<file path="config.mk">
export PLATFORM = sky130hd
export DESIGN_NAME = result_window_accum
export DESIGN_NICKNAME = d
export VERILOG_FILES = /design/src/rtl/result_window_accum_pkg.sv /design/src/rtl/valid_pipe.sv /design/src/rtl/result_window_accum.sv
export SDC_FILE = /design/constraint.sdc
export NUM_CORES = 1
export LEC_CHECK = 0
export CELL_PAD_IN_SITES_DETAIL_PLACEMENT = 1
export CELL_PAD_IN_SITES_GLOBAL_PLACEMENT = 1
export CORE_AREA = 2 2 88 90
export CTS_BUF_LIST = sky130_fd_sc_hd__clkbuf_4 sky130_fd_sc_hd__clkbuf_8
export DETAILED_ROUTE_END_ITERATION = 12
export DIE_AREA = 0 0 90 92
export GPL_TIMING_DRIVEN = 0
export PLACE_DENSITY_LB_ADDON = 0.1
export SYNTH_ARGS = -nofsm -noshare
export SYNTH_HDL_FRONTEND = slang
export SYNTH_SLANG_ARGS = --single-unit
export TNS_END_PERCENT = 1
</file>
<file path="constraint.sdc">
create_clock -name clk -period 3.3 [get_ports clk]
set_input_delay 0.66 -clock clk [delete_from_list [all_inputs] [get_ports clk]]
set_output_delay 0.66 -clock clk [all_outputs]
set_load 0.05 [all_outputs]
</file>
<file path="src/rtl/result_window_accum_pkg.sv">
// ---------------------------------------------------------------------------
// result_window_accum_pkg
//   Shared constants and types for the adder-tree result window accumulator.
//   ADDER_* values describe the upstream adder tree. This block and its
//   benches use them so that all of them agree on the result width and on
//   the result latency.
//   No ports (package).
// ---------------------------------------------------------------------------
package result_window_accum_pkg;

  // Upstream adder-tree geometry
  localparam int ADDER_DATA_W   = 8;
  localparam int ADDER_PIPE_LAT = 2;

  // Default window length is 2**RWA_WIN_LOG2 samples
  localparam int RWA_WIN_LOG2   = 2;

  // Single-entry output slot
  typedef enum logic {
    SLOT_EMPTY = 1'b0,
    SLOT_FULL  = 1'b1
  } slot_state_e;

endpackage

</file>
<file path="src/rtl/valid_pipe.sv">
// ---------------------------------------------------------------------------
// valid_pipe
//   A DEPTH-stage shift register of a valid bit. It realigns an upstream
//   valid with a result that arrives DEPTH cycles later. A synchronous flush
//   zeroes every stage, so valids that are still in flight are dropped.
// Ports
//   clk      in  rising-edge clock
//   clr_n    in  async active-low reset, clears all stages
//   i_flush  in  sync clear of all stages
//   i_d      in  valid entering the line
//   o_q      out valid leaving the line (DEPTH cycles after i_d)
// ---------------------------------------------------------------------------
module valid_pipe
  import result_window_accum_pkg::*;
#(
  parameter int DEPTH = ADDER_PIPE_LAT
) (
  input  logic clk,
  input  logic clr_n,
  input  logic i_flush,
  input  logic i_d,
  output logic o_q
);

  logic [DEPTH-1:0] vld_pipe_d;
  logic [DEPTH-1:0] vld_pipe_q;

  always_comb begin
    vld_pipe_d    = '0;
    vld_pipe_d[0] = i_d;
    for (int i = 1; i < DEPTH; i++) begin
      vld_pipe_d[i] = vld_pipe_q[i-1];
    end
    // Flush also kills the valid entering this cycle
    if (i_flush) begin
      vld_pipe_d = '0;
    end
  end

  always_ff @(posedge clk or negedge clr_n) begin
    if (!clr_n) begin
      vld_pipe_q <= '0;
    end else begin
      vld_pipe_q <= vld_pipe_d;
    end
  end

  assign o_q = vld_pipe_q[DEPTH-1];

endmodule

</file>
<file path="src/rtl/result_window_accum.sv">
// ---------------------------------------------------------------------------
// result_window_accum
//   Consumes the adder-tree result stream. It accumulates fixed windows of
//   2**WIN_LOG2 samples and reports the sum, truncating average, max and min
//   of each window. The results leave over a valid/ready handshake.
//   i_valid is aligned with the adder-tree inputs. The internal delay line
//   realigns it with i_result.
//   Upstream is never stalled. When a window completes while the output slot
//   is still occupied, that window is dropped and a sticky overrun flag is
//   raised.
// Ports
//   clk, clr_n   clock, async active-low reset
//   i_valid      sample valid, aligned with adder-tree inputs
//   i_result     adder-tree result (DATA_W)
//   i_flush      sync abort of the partial window and of in-flight valids
//   i_ready      downstream accepts the window output
//   o_valid      window output valid
//   o_sum        window sum (DATA_W+WIN_LOG2)
//   o_avg        o_sum >> WIN_LOG2
//   o_max/o_min  largest / smallest sample of the window
//   o_overrun    sticky: a completed window was dropped
//   i_ovr_clr    sync clear of o_overrun (a set in the same cycle wins)
// ---------------------------------------------------------------------------
module result_window_accum
  import result_window_accum_pkg::*;
#(
  parameter int DATA_W   = ADDER_DATA_W,
  parameter int WIN_LOG2 = RWA_WIN_LOG2,
  parameter int PIPE_LAT = ADDER_PIPE_LAT
) (
  input  logic                       clk,
  input  logic                       clr_n,
  input  logic                       i_valid,
  input  logic [DATA_W-1:0]          i_result,
  input  logic                       i_flush,
  input  logic                       i_ready,
  output logic                       o_valid,
  output logic [DATA_W+WIN_LOG2-1:0] o_sum,
  output logic [DATA_W-1:0]          o_avg,
  output logic [DATA_W-1:0]          o_max,
  output logic [DATA_W-1:0]          o_min,
  output logic                       o_overrun,
  input  logic                       i_ovr_clr
);

  localparam int SUM_W = DATA_W + WIN_LOG2;
  localparam logic [WIN_LOG2-1:0] CNT_LAST = '1;

  // -------------------------------------------------------------------------
  // Valid realignment
  // -------------------------------------------------------------------------
  logic d_valid;

  valid_pipe #(
    .DEPTH (PIPE_LAT)
  ) u_valid_pipe (
    .clk     (clk),
    .clr_n   (clr_n),
    .i_flush (i_flush),
    .i_d     (i_valid),
    .o_q     (d_valid)
  );

  // -------------------------------------------------------------------------
  // Accumulator
  // -------------------------------------------------------------------------
  logic [WIN_LOG2-1:0] cnt_d,     cnt_q;
  logic [SUM_W-1:0]    acc_sum_d, acc_sum_q;
  logic [DATA_W-1:0]   acc_max_d, acc_max_q;
  logic [DATA_W-1:0]   acc_min_d, acc_min_q;

  // Running totals including the current sample. They feed both the
  // accumulator and the output slot, so a completed window includes its
  // last sample.
  logic [SUM_W-1:0]    fold_sum;
  logic [DATA_W-1:0]   fold_max;
  logic [DATA_W-1:0]   fold_min;
  logic                win_done;

  always_comb begin
    if (cnt_q == '0) begin
      fold_sum = {{WIN_LOG2{1'b0}}, i_result};
      fold_max = i_result;
      fold_min = i_result;
    end else begin
      fold_sum = acc_sum_q + SUM_W'(i_result);
      // Strict compares: on a tie the old value is kept
      fold_max = (i_result > acc_max_q) ? i_result : acc_max_q;
      fold_min = (i_result < acc_min_q) ? i_result : acc_min_q;
    end
  end

  always_comb begin
    cnt_d     = cnt_q;
    acc_sum_d = acc_sum_q;
    acc_max_d = acc_max_q;
    acc_min_d = acc_min_q;
    win_done  = 1'b0;
    if (i_flush) begin
      // The partial window is abandoned and a sample on this cycle is
      // discarded. Stale totals are harmless: the next sample loads over them.
      cnt_d = '0;
    end else if (d_valid) begin
      cnt_d     = cnt_q + WIN_LOG2'(1);
      acc_sum_d = fold_sum;
      acc_max_d = fold_max;
      acc_min_d = fold_min;
      win_done  = (cnt_q == CNT_LAST);
    end
  end

  always_ff @(posedge clk or negedge clr_n) begin
    if (!clr_n) begin
      cnt_q     <= '0;
      acc_sum_q <= '0;
      acc_max_q <= '0;
      acc_min_q <= '0;
    end else begin
      cnt_q     <= cnt_d;
      acc_sum_q <= acc_sum_d;
      acc_max_q <= acc_max_d;
      acc_min_q <= acc_min_d;
    end
  end

  // -------------------------------------------------------------------------
  // Output slot FSM
  // -------------------------------------------------------------------------
  slot_state_e         state_d, state_q;
  logic [SUM_W-1:0]    out_sum_d, out_sum_q;
  logic [DATA_W-1:0]   out_max_d, out_max_q;
  logic [DATA_W-1:0]   out_min_d, out_min_q;
  logic                ovr_d,     ovr_q;
  logic                slot_load;
  logic                ovr_set;

  always_comb begin
    state_d   = state_q;
    slot_load = 1'b0;
    ovr_set   = 1'b0;
    case (state_q)
      SLOT_EMPTY: begin
        if (win_done) begin
          slot_load = 1'b1;
          state_d   = SLOT_FULL;
        end
      end
      SLOT_FULL: begin
        if (i_ready) begin
          // Slot drains this cycle. A window that completes at the same
          // time takes its place without a bubble.
          if (win_done) begin
            slot_load = 1'b1;
          end else begin
            state_d = SLOT_EMPTY;
          end
        end else if (win_done) begin
          // Held data must stay stable, so the new window is lost
          ovr_set = 1'b1;
        end
      end
      default: state_d = SLOT_EMPTY;
    endcase
  end

  always_comb begin
    out_sum_d = out_sum_q;
    out_max_d = out_max_q;
    out_min_d = out_min_q;
    if (slot_load) begin
      out_sum_d = fold_sum;
      out_max_d = fold_max;
      out_min_d = fold_min;
    end
    ovr_d = ovr_q;
    if (ovr_set) begin
      ovr_d = 1'b1;
    end else if (i_ovr_clr) begin
      ovr_d = 1'b0;
    end
  end

  always_ff @(posedge clk or negedge clr_n) begin
    if (!clr_n) begin
      state_q   <= SLOT_EMPTY;
      out_sum_q <= '0;
      out_max_q <= '0;
      out_min_q <= '0;
      ovr_q     <= 1'b0;
    end else begin
      state_q   <= state_d;
      out_sum_q <= out_sum_d;
      out_max_q <= out_max_d;
      out_min_q <= out_min_d;
      ovr_q     <= ovr_d;
    end
  end

  assign o_valid   = (state_q == SLOT_FULL);
  assign o_sum     = out_sum_q;
  assign o_avg     = out_sum_q[SUM_W-1:WIN_LOG2];
  assign o_max     = out_max_q;
  assign o_min     = out_min_q;
  assign o_overrun = ovr_q;

endmodule

</file>
==> summary.txt, run 1 <==
Run status
  – Status: finished, final reports clean

Clock network
  – CTS tree: done
  – Num CTS Buffers: 9
  – CTS sink count: 58
  – Post-CTS Hold Buffers: 0
  – H-tree depth: 3
  – Post-CTS Setup Bufs: 0
  – CTS clk-pin slew, worst paths: around 0.07 ns
  – CTS root buffer: clkbuf_8
  – Worst-case clock buffer depth: 2
  – Clk_lat worst skew: 0.34 ns

Floorplan
  – I/O pins: 50
  – Die Span Y: between 90 and 100 um
  – Die area: 0.00828 mm2
  – # rows: 32
  – Core area: 0.00745 mm2
  – Die width: 90 um
  – Initial Util: 45.4%

Placed design
  – Port Buf Inserts: 49
  – Final HPWL DP: around 6300 um
  – Dpl ws: -0.143 ns
  – RePlAce Congestion: 0.793
  – Placed cells: 497

Run
  – Max-cap violations: 0

Critical path
  – Critical path class: in -> reg
  – CP Launch Type: input pin
  – Slowest cell on crit path: o21ai_0
  – CP Capture Type: flip-flop
  – Reg2reg end: o_min[0]
  – R2R depth: 7
  – Critical path arrival: about 3.4 ns
  – Worst reg2reg setup slack: 0.82 ns
  – Crit-path max cell delay: between 0.7 and 0.8 ns
  – CP Cell Sequence: clkdlybuf4s50_1 > ha_1 > a21o_2 > a211o_1 > o21ai_0 > o21ai_0 > a31oi_1
  – WP data required: 3.56 ns
  – Max FO, Critical Path: 8
  – Critical path's most frequent cell: o21ai_0
  – Worst reg2reg startpoint: acc_min_q[6]

Synthesis
  – Synthesis Warnings: 0
  – Predominant post-synthesis flop cell: dfrtp_1
  – Yosys top cell area share: a little over two fifths
  – Number of distinct library cells after synthesis: 50
  – Fraction of registers with async set/reset: 100%
  – Synthesized area: around 0.0034 mm2
  – Area leader, netlist: dfrtp_1
  – Sequential area share after synthesis: 43.0%
  – Avg Cell Area, Syn: between 9 and 10 um2
  – Synthesized flop and latch total: 58
  – Synth Instances: 345
  – Top post-synthesis cells by area: dfrtp_1 (43%), ha_1 (9.3%), mux2_2 (5.3%)
  – Count leader, synth: dfrtp_1
  – Number of flops mapped to enable cells by yosys: 0
  – Mapped Nets: 385
  – Post-synth top cells: dfrtp_1 (58), nor2_1 (30), o21ai_0 (29)

Layout
  – Share of cells above drive strength 1: 13.6%
  – Layout Nets: approximately 450
  – Fill cell count: 856
  – Diode count: 0
  – Layout area overhead: 26.0%
  – Post-Layout Cell Count: 513

STA
  – Fin crit share: 94.1%
  – Worst Tran Pin Value: 0.947 ns
  – Max Slew Vio Count: 0
  – Final Hold Viols: 0
  – Final min period: 3.11 ns
  – Setup TNS: 0 ns
  – Fin worst setup slack: 0.193 ns
  – Setup Skew: 0.0112 ns
  – Min Hold Slack: slightly above 0.3 ns
  – Rel. slew slack: 36.2%
  – Max Freq: about 320 MHz
  – Setup violators final: 0
  – Unrepaired setup endpoints after global routing: no

Route
  – Post-DRT Antenna Nets: 0
  – DRT Pass-1 Iters: 4
  – Vias/cell: roughly 5.5
  – Routed WL per cell: around 17 um
  – Via count: 2,814
  – WL final: 8930 um
  – DRC viols: 0
  – DR iter-0 viols: 103

Global route
  – Total congestion overflow: 0
  – Antenna violations before repair: 0
  – GRT Total Usage: 23.1%
  – Number of global-route vias before repair: approximately 3,000
  – First-pass GRT wire length: about 15,000 um
  – Largest net degree at the start of global routing: 36

Pwr
  – Power per cell area: 531 mW/mm2
  – Switching share of power: 31.6%
  – Clock power share: 36.1%
  – Comb power frac: 26.1%
  – Total Power: 0.00226 W
  – Sw power: between 0.0007 and 0.0008 W
  – Int Pwr: 0.00155 W
  – P_leak: 1.91 nW
  – Max IR drop VDD: 0.266 mV
  – Sequential power share: 37.8%

Hold path
  – Min-Delay Path Class: in -> async
through the flow:
| step | cell area (um2) | utilization, % |
|---|---|---|
| floorplan | 3380 | - |
| global placement | 4000 | 53.7 |
| detailed placement | 4010 | 53.9 |
| CTS | 4250 | 57.0 |
| global route | 4260 | 57.1 |
| finish | 4260 | 57.1 |
how the worst max path moves through the flow:
stage	slack (ns)	startpoint	to
finish	0.19	i_result[6]	o_min[0]
global route	0.06	i_result[6]	o_min[3]
CTS	0.20	i_result[6]	acc_min_q[2]
detailed placement	-0.14	i_result[6]	acc_min_q[2]
global placement	-0.35	clr_n	cnt_q[1]
floorplan	0.81	i_result[6]	acc_min_q[0]
power by group through the flow:
stage                     Clock, W  Sequential [W]  Combinational (W)
after floorplan                  0        0.000864           0.000408
after global placement           0        0.000862           0.000550
after detailed placement         0        0.000868           0.000579
after CTS                 0.000825        0.000855           0.000589
after global routing      0.000859        0.000869           0.000664
final                     0.000817        0.000855           0.000590
routing by layer:
layer	part of all wire, %	wire [um]	track usage, %
met5	0	0	0
met4	1.2	110	6.28
met3	3.0	271	3.86
met2	51	4570	39.8
met1	45	3980	30.2
cell families (layout without fill, tap and decap cells):
kind of cell	count (synthesis)	count (layout)	share of synthesized area [%]
xor gates and xnor gates	5	5	1.30
DFF	58	58	43.0
AOI/OAI and AO/OA	96	96	19.5
adders and majority gates	26	26	9.85
muxes	22	22	7.11
buffers and inverters	44	110	6.26
and+or+nand+nor	94	94	13.0
critical path: cells and delay by family:
family	cells	cell delay, ns
buffers and inverters	1	0.70
AOI/OAI and AO/OA	5	1.70
adders and majority gates	1	0.31
cell usage in the layout, fill, tap and decap left out, drive strengths merged, types with 3 or more instances in the layout:
cell type,instances
clkbuf,17
nand3,18
clkdlybuf4s50,48
inv,20
ha,25
nand2b,5
mux2,16
xor2,3
nor2b,5
buf,19
clkinv,3
a211oi,7
a21oi,6
mux2i,6
o31ai,3
a31oi,20
dfrtp,58
nor3,3
nand2,22
nor2,30
and3,3
a21o,10
bufinv,3
o21ai,30
layout make-up:
type,count,area [um2],share of cell area [%]
Buffer,24,136,3.20
Sequential cell,58,1450,34.1
Clock buffer,10,131,3.09
Inverter,20,75.1,1.76
Tap cell,102,128,3.00
Timing Repair Buffer,50,505,11.9
Multi-Input combinational cell,243,1720,40.5
Clock inverter,6,105,2.47
timing repair:
action / CTS / global route
gates resized for setup: 0 / 1
endpoints found under the setup margin: 0 / 1
endpoints found under the hold margin: 0 / 0
flip-flops by register name (all words and copies together) (netlist names):
name / cells
acc_sum_q: 10
o_sum: 10
acc_max_q: 8
acc_min_q: 8
o_max: 8
o_min: 8
cnt_q: 2
u_valid_pipe.vld_pipe_q: 2
o_overrun: 1
o_valid: 1
Power figures use the tool's default switching activity.
==> inputs of run 2 (changes only) <==
--- a/config.mk
+++ b/config.mk
@@ -5,6 +5,7 @@
 export SDC_FILE = /design/constraint.sdc
 export NUM_CORES = 1
 export LEC_CHECK = 0
+export ABC_AREA = 0
 export CELL_PAD_IN_SITES_DETAIL_PLACEMENT = 1
 export CELL_PAD_IN_SITES_GLOBAL_PLACEMENT = 1
 export CORE_AREA = 2 2 88 90
==> results of run 2 <==
No change in the layout: final DEF, timing and power equal those of run 1.
==> inputs of run 3 (changes only) <==
==> constraint.sdc (replaced) <==
create_clock -name clk -period 4 [get_ports clk]
set_input_delay 0.8 -clock clk [delete_from_list [all_inputs] [get_ports clk]]
set_output_delay 0.8 -clock clk [all_outputs]
set_load 0.05 [all_outputs]
==> run 3 against run 2 <==
Flip-flop and latch count did not move. Clock power fell by 18%. Wire length rose by 0.10%. Global-route usage did not move. Hold slack improved by 0.14 ns. Final area fell by 0.18%. First-iteration DRC count fell by 17%. Non-clock buffer count did not move. Total power fell by 18%. Critical path type unchanged. Largest power group unchanged.
==> summary.txt, run 3 (synthesis results as in run 1) <==
Run status
  – Status: finished, final reports clean

Pwr
  – Clock power share: 36.1% (about the same)
  – Sw power: 0.000586 W (-18%)
  – Power per cell area: 438 mW/mm2 (-18%)
  – P_leak: 1.91 nW (-0.24%)
  – Int Pwr: 0.00128 W (-18%)
  – Comb power frac: 26.0% (about the same)
  – Max IR drop VDD: 0.220 mV (-18%)
  – Sequential power share: 37.9% (about the same)
  – Switching share of power: 31.5% (-0.089 points)

Route
  – Post-DRT Antenna Nets: 0 (unchanged)
  – DRC viols: 0 (unchanged)
  – DRT Pass-1 Iters: 4 (unchanged)
  – Via count: 2,818 (+0.14%)
  – Routed WL per cell: 17.4 um (+0.10%)
  – Vias/cell: 5.49 (+0.14%)
  – WL final: 8940 um (+0.10%)
  – DR iter-0 viols: 85 (-17%)

Layout
  – Share of cells above drive strength 1: 13.4% (-0.24 points)
  – Commonest non-fill, non-tap cells in the layout: dfrtp_1 (58), clkdlybuf4s50_1 (48), nor2_1 (30), o21ai_0 (29), ha_1 (25)
  – Most common cell after layout, fill and taps aside: dfrtp_1
  – Layout Nets: 446 (unchanged)
  – Layout area overhead: 25.7%
  – Fill cell count: 858 (+0.23%)
  – Diode count: 0 (unchanged)

STA
  – Max Freq: 310 MHz
  – Max Slew Vio Count: 0 (unchanged)
  – Setup Skew: 0.00992 ns (-0.00129 ns)
  – Worst Tran Pin Value: 0.919 ns (-0.0285 ns)
  – Fin crit share: around four fifths
  – Unrepaired setup endpoints after global routing: no
  – Setup violators final: 0 (unchanged)
  – Setup TNS: 0 ns (unchanged)
  – Final Hold Viols: 0 (unchanged)
  – Fin worst setup slack: 0.776 ns (+0.583 ns)
  – Rel. slew slack: 38.1% (+1.9 points)
  – Final min period: 3.22 ns

Clock network
  – Post-CTS Setup Bufs: 0 (unchanged)
  – Clk_lat worst skew: 0.34 ns (about the same)
  – CTS resizes: 0 (unchanged)
  – CTS tree: done
  – CTS sink count: 58 (unchanged)
  – H-tree depth: 3 (unchanged)
  – Post-CTS Hold Buffers: 0 (unchanged)
  – Num CTS Buffers: 9 (unchanged)
  – CTS root buffer: clkbuf_8
  – CTS clk-pin slew, worst paths: 0.07 ns (about the same)
  – Worst-case clock buffer depth: 2 (unchanged)

Critical path
  – Critical path class: in -> reg
  – CP Launch Type: input pin
  – Worst reg2reg setup slack: 1.54 ns (+0.72 ns)
  – Slowest cell on crit path: clkdlybuf4s50_1
  – CP Cell Sequence: clkdlybuf4s50_1 > ha_1 > a21o_2 > a2111oi_4 > o21ai_2 > a21oi_4 > mux2_2
  – Critical path arrival: 3.45 ns (+0.08 ns)
  – WP data required: 4.23 ns (+0.67 ns)
  – Crit-path max cell delay: 0.70 ns (-0.04 ns)
  – CP Capture Type: flip-flop
  – Max FO, Critical Path: 9 (+1)

Global route
  – GRT Total Usage: 23.1% (unchanged)
  – Antenna violations before repair: 0 (unchanged)
  – Largest net degree at the start of global routing: 36 (unchanged)
  – First-pass GRT wire length: 15,100 um (unchanged)
  – Total congestion overflow: 0 (unchanged)
  – Number of global-route vias before repair: 2,946 (unchanged)

Floorplan
  – # rows: 32 (unchanged)
  – Die width: 90 um (unchanged)
  – I/O pins: 50 (unchanged)
  – Core area: 0.00745 mm2 (unchanged)
  – Die Span Y: 92 um (unchanged)
  – Die area: 0.00828 mm2 (unchanged)
  – Initial Util: 45.4% (unchanged)

Placed design
  – Final HPWL DP: 6340 um (unchanged)
  – RePlAce Congestion: 0.793 (unchanged)
  – Port Buf Inserts: 49 (unchanged)
  – Dpl ws: 0.417 ns (+0.560 ns)

Run
  – Max-cap violations: 0 (unchanged)

Hold path
  – Min-Delay Path Class: in -> async
run 3: power by group through the flow:
stage               clock (W)  combinational (W)  sequential, W
global route         0.000708           0.000546       0.000716
finish               0.000672           0.000484       0.000706
detailed placement          0           0.000477       0.000716
global placement            0           0.000454       0.000711
CTS                  0.000681           0.000486       0.000705
floorplan                   0           0.000336       0.000713
run 3: worst max-delay path, delay by kind of cell:
family	cells	cell delay (ns)
AO/OA/AOI/OAI	4	1.24
adder cells (fa/ha/maj)	1	0.31
multiplexers	1	0.38
buffers and inverters	1	0.70
run 3: worst paths after layout:
kind                                    from            to  cells after the start
worst max register to register  acc_min_q[6]  acc_min_q[2]                      7
worst min register to register      o_sum[0]      o_sum[0]                      2
worst max-delay path             i_result[6]  acc_min_q[2]                      7
worst min-delay path                   clr_n  acc_min_q[1]                      1
min in group clk                    o_sum[0]      o_sum[0]                      2
max in group asynchronous              clr_n      o_sum[6]                      2
run 3: per-layer routing:
metal	vias to the layer above	track usage, %	part of all wire [%]
met1	1405	30.2	45
met4	0	6.28	1.5
met5	-	0	0
met2	43	39.8	51
li1	1358	-	-
met3	12	3.86	3.0
run 3: layout make-up:
class                      count  area [um2]  share of cell area, %
clock inverter                 6         105                   2.47
inverter                      20        75.1                   1.77
clock buffer                  10         131                   3.09
sequential                    58        1450                   34.2
timing repair buffer          50         505                   11.9
buffer                        24         136                   3.21
multi-input combinational    243        1720                   40.4
tap                          102         128                   3.00
run 3: stage by stage:
stage	cell area, um2	utilization [%]	power [W]	hold WS [ns]	instances
6_report	4250	57.0	0.00186	0.450	513
5_1_grt	4250	57.0	0.00197	0.489	513
4_1_cts	4250	57.0	0.00187	0.459	513
3_5_place_dp	4010	53.9	0.00119	0.479	497
3_3_place_gp	4000	53.7	0.00117	0.446	496
2_1_floorplan	3380	-	0.00105	0.439	345
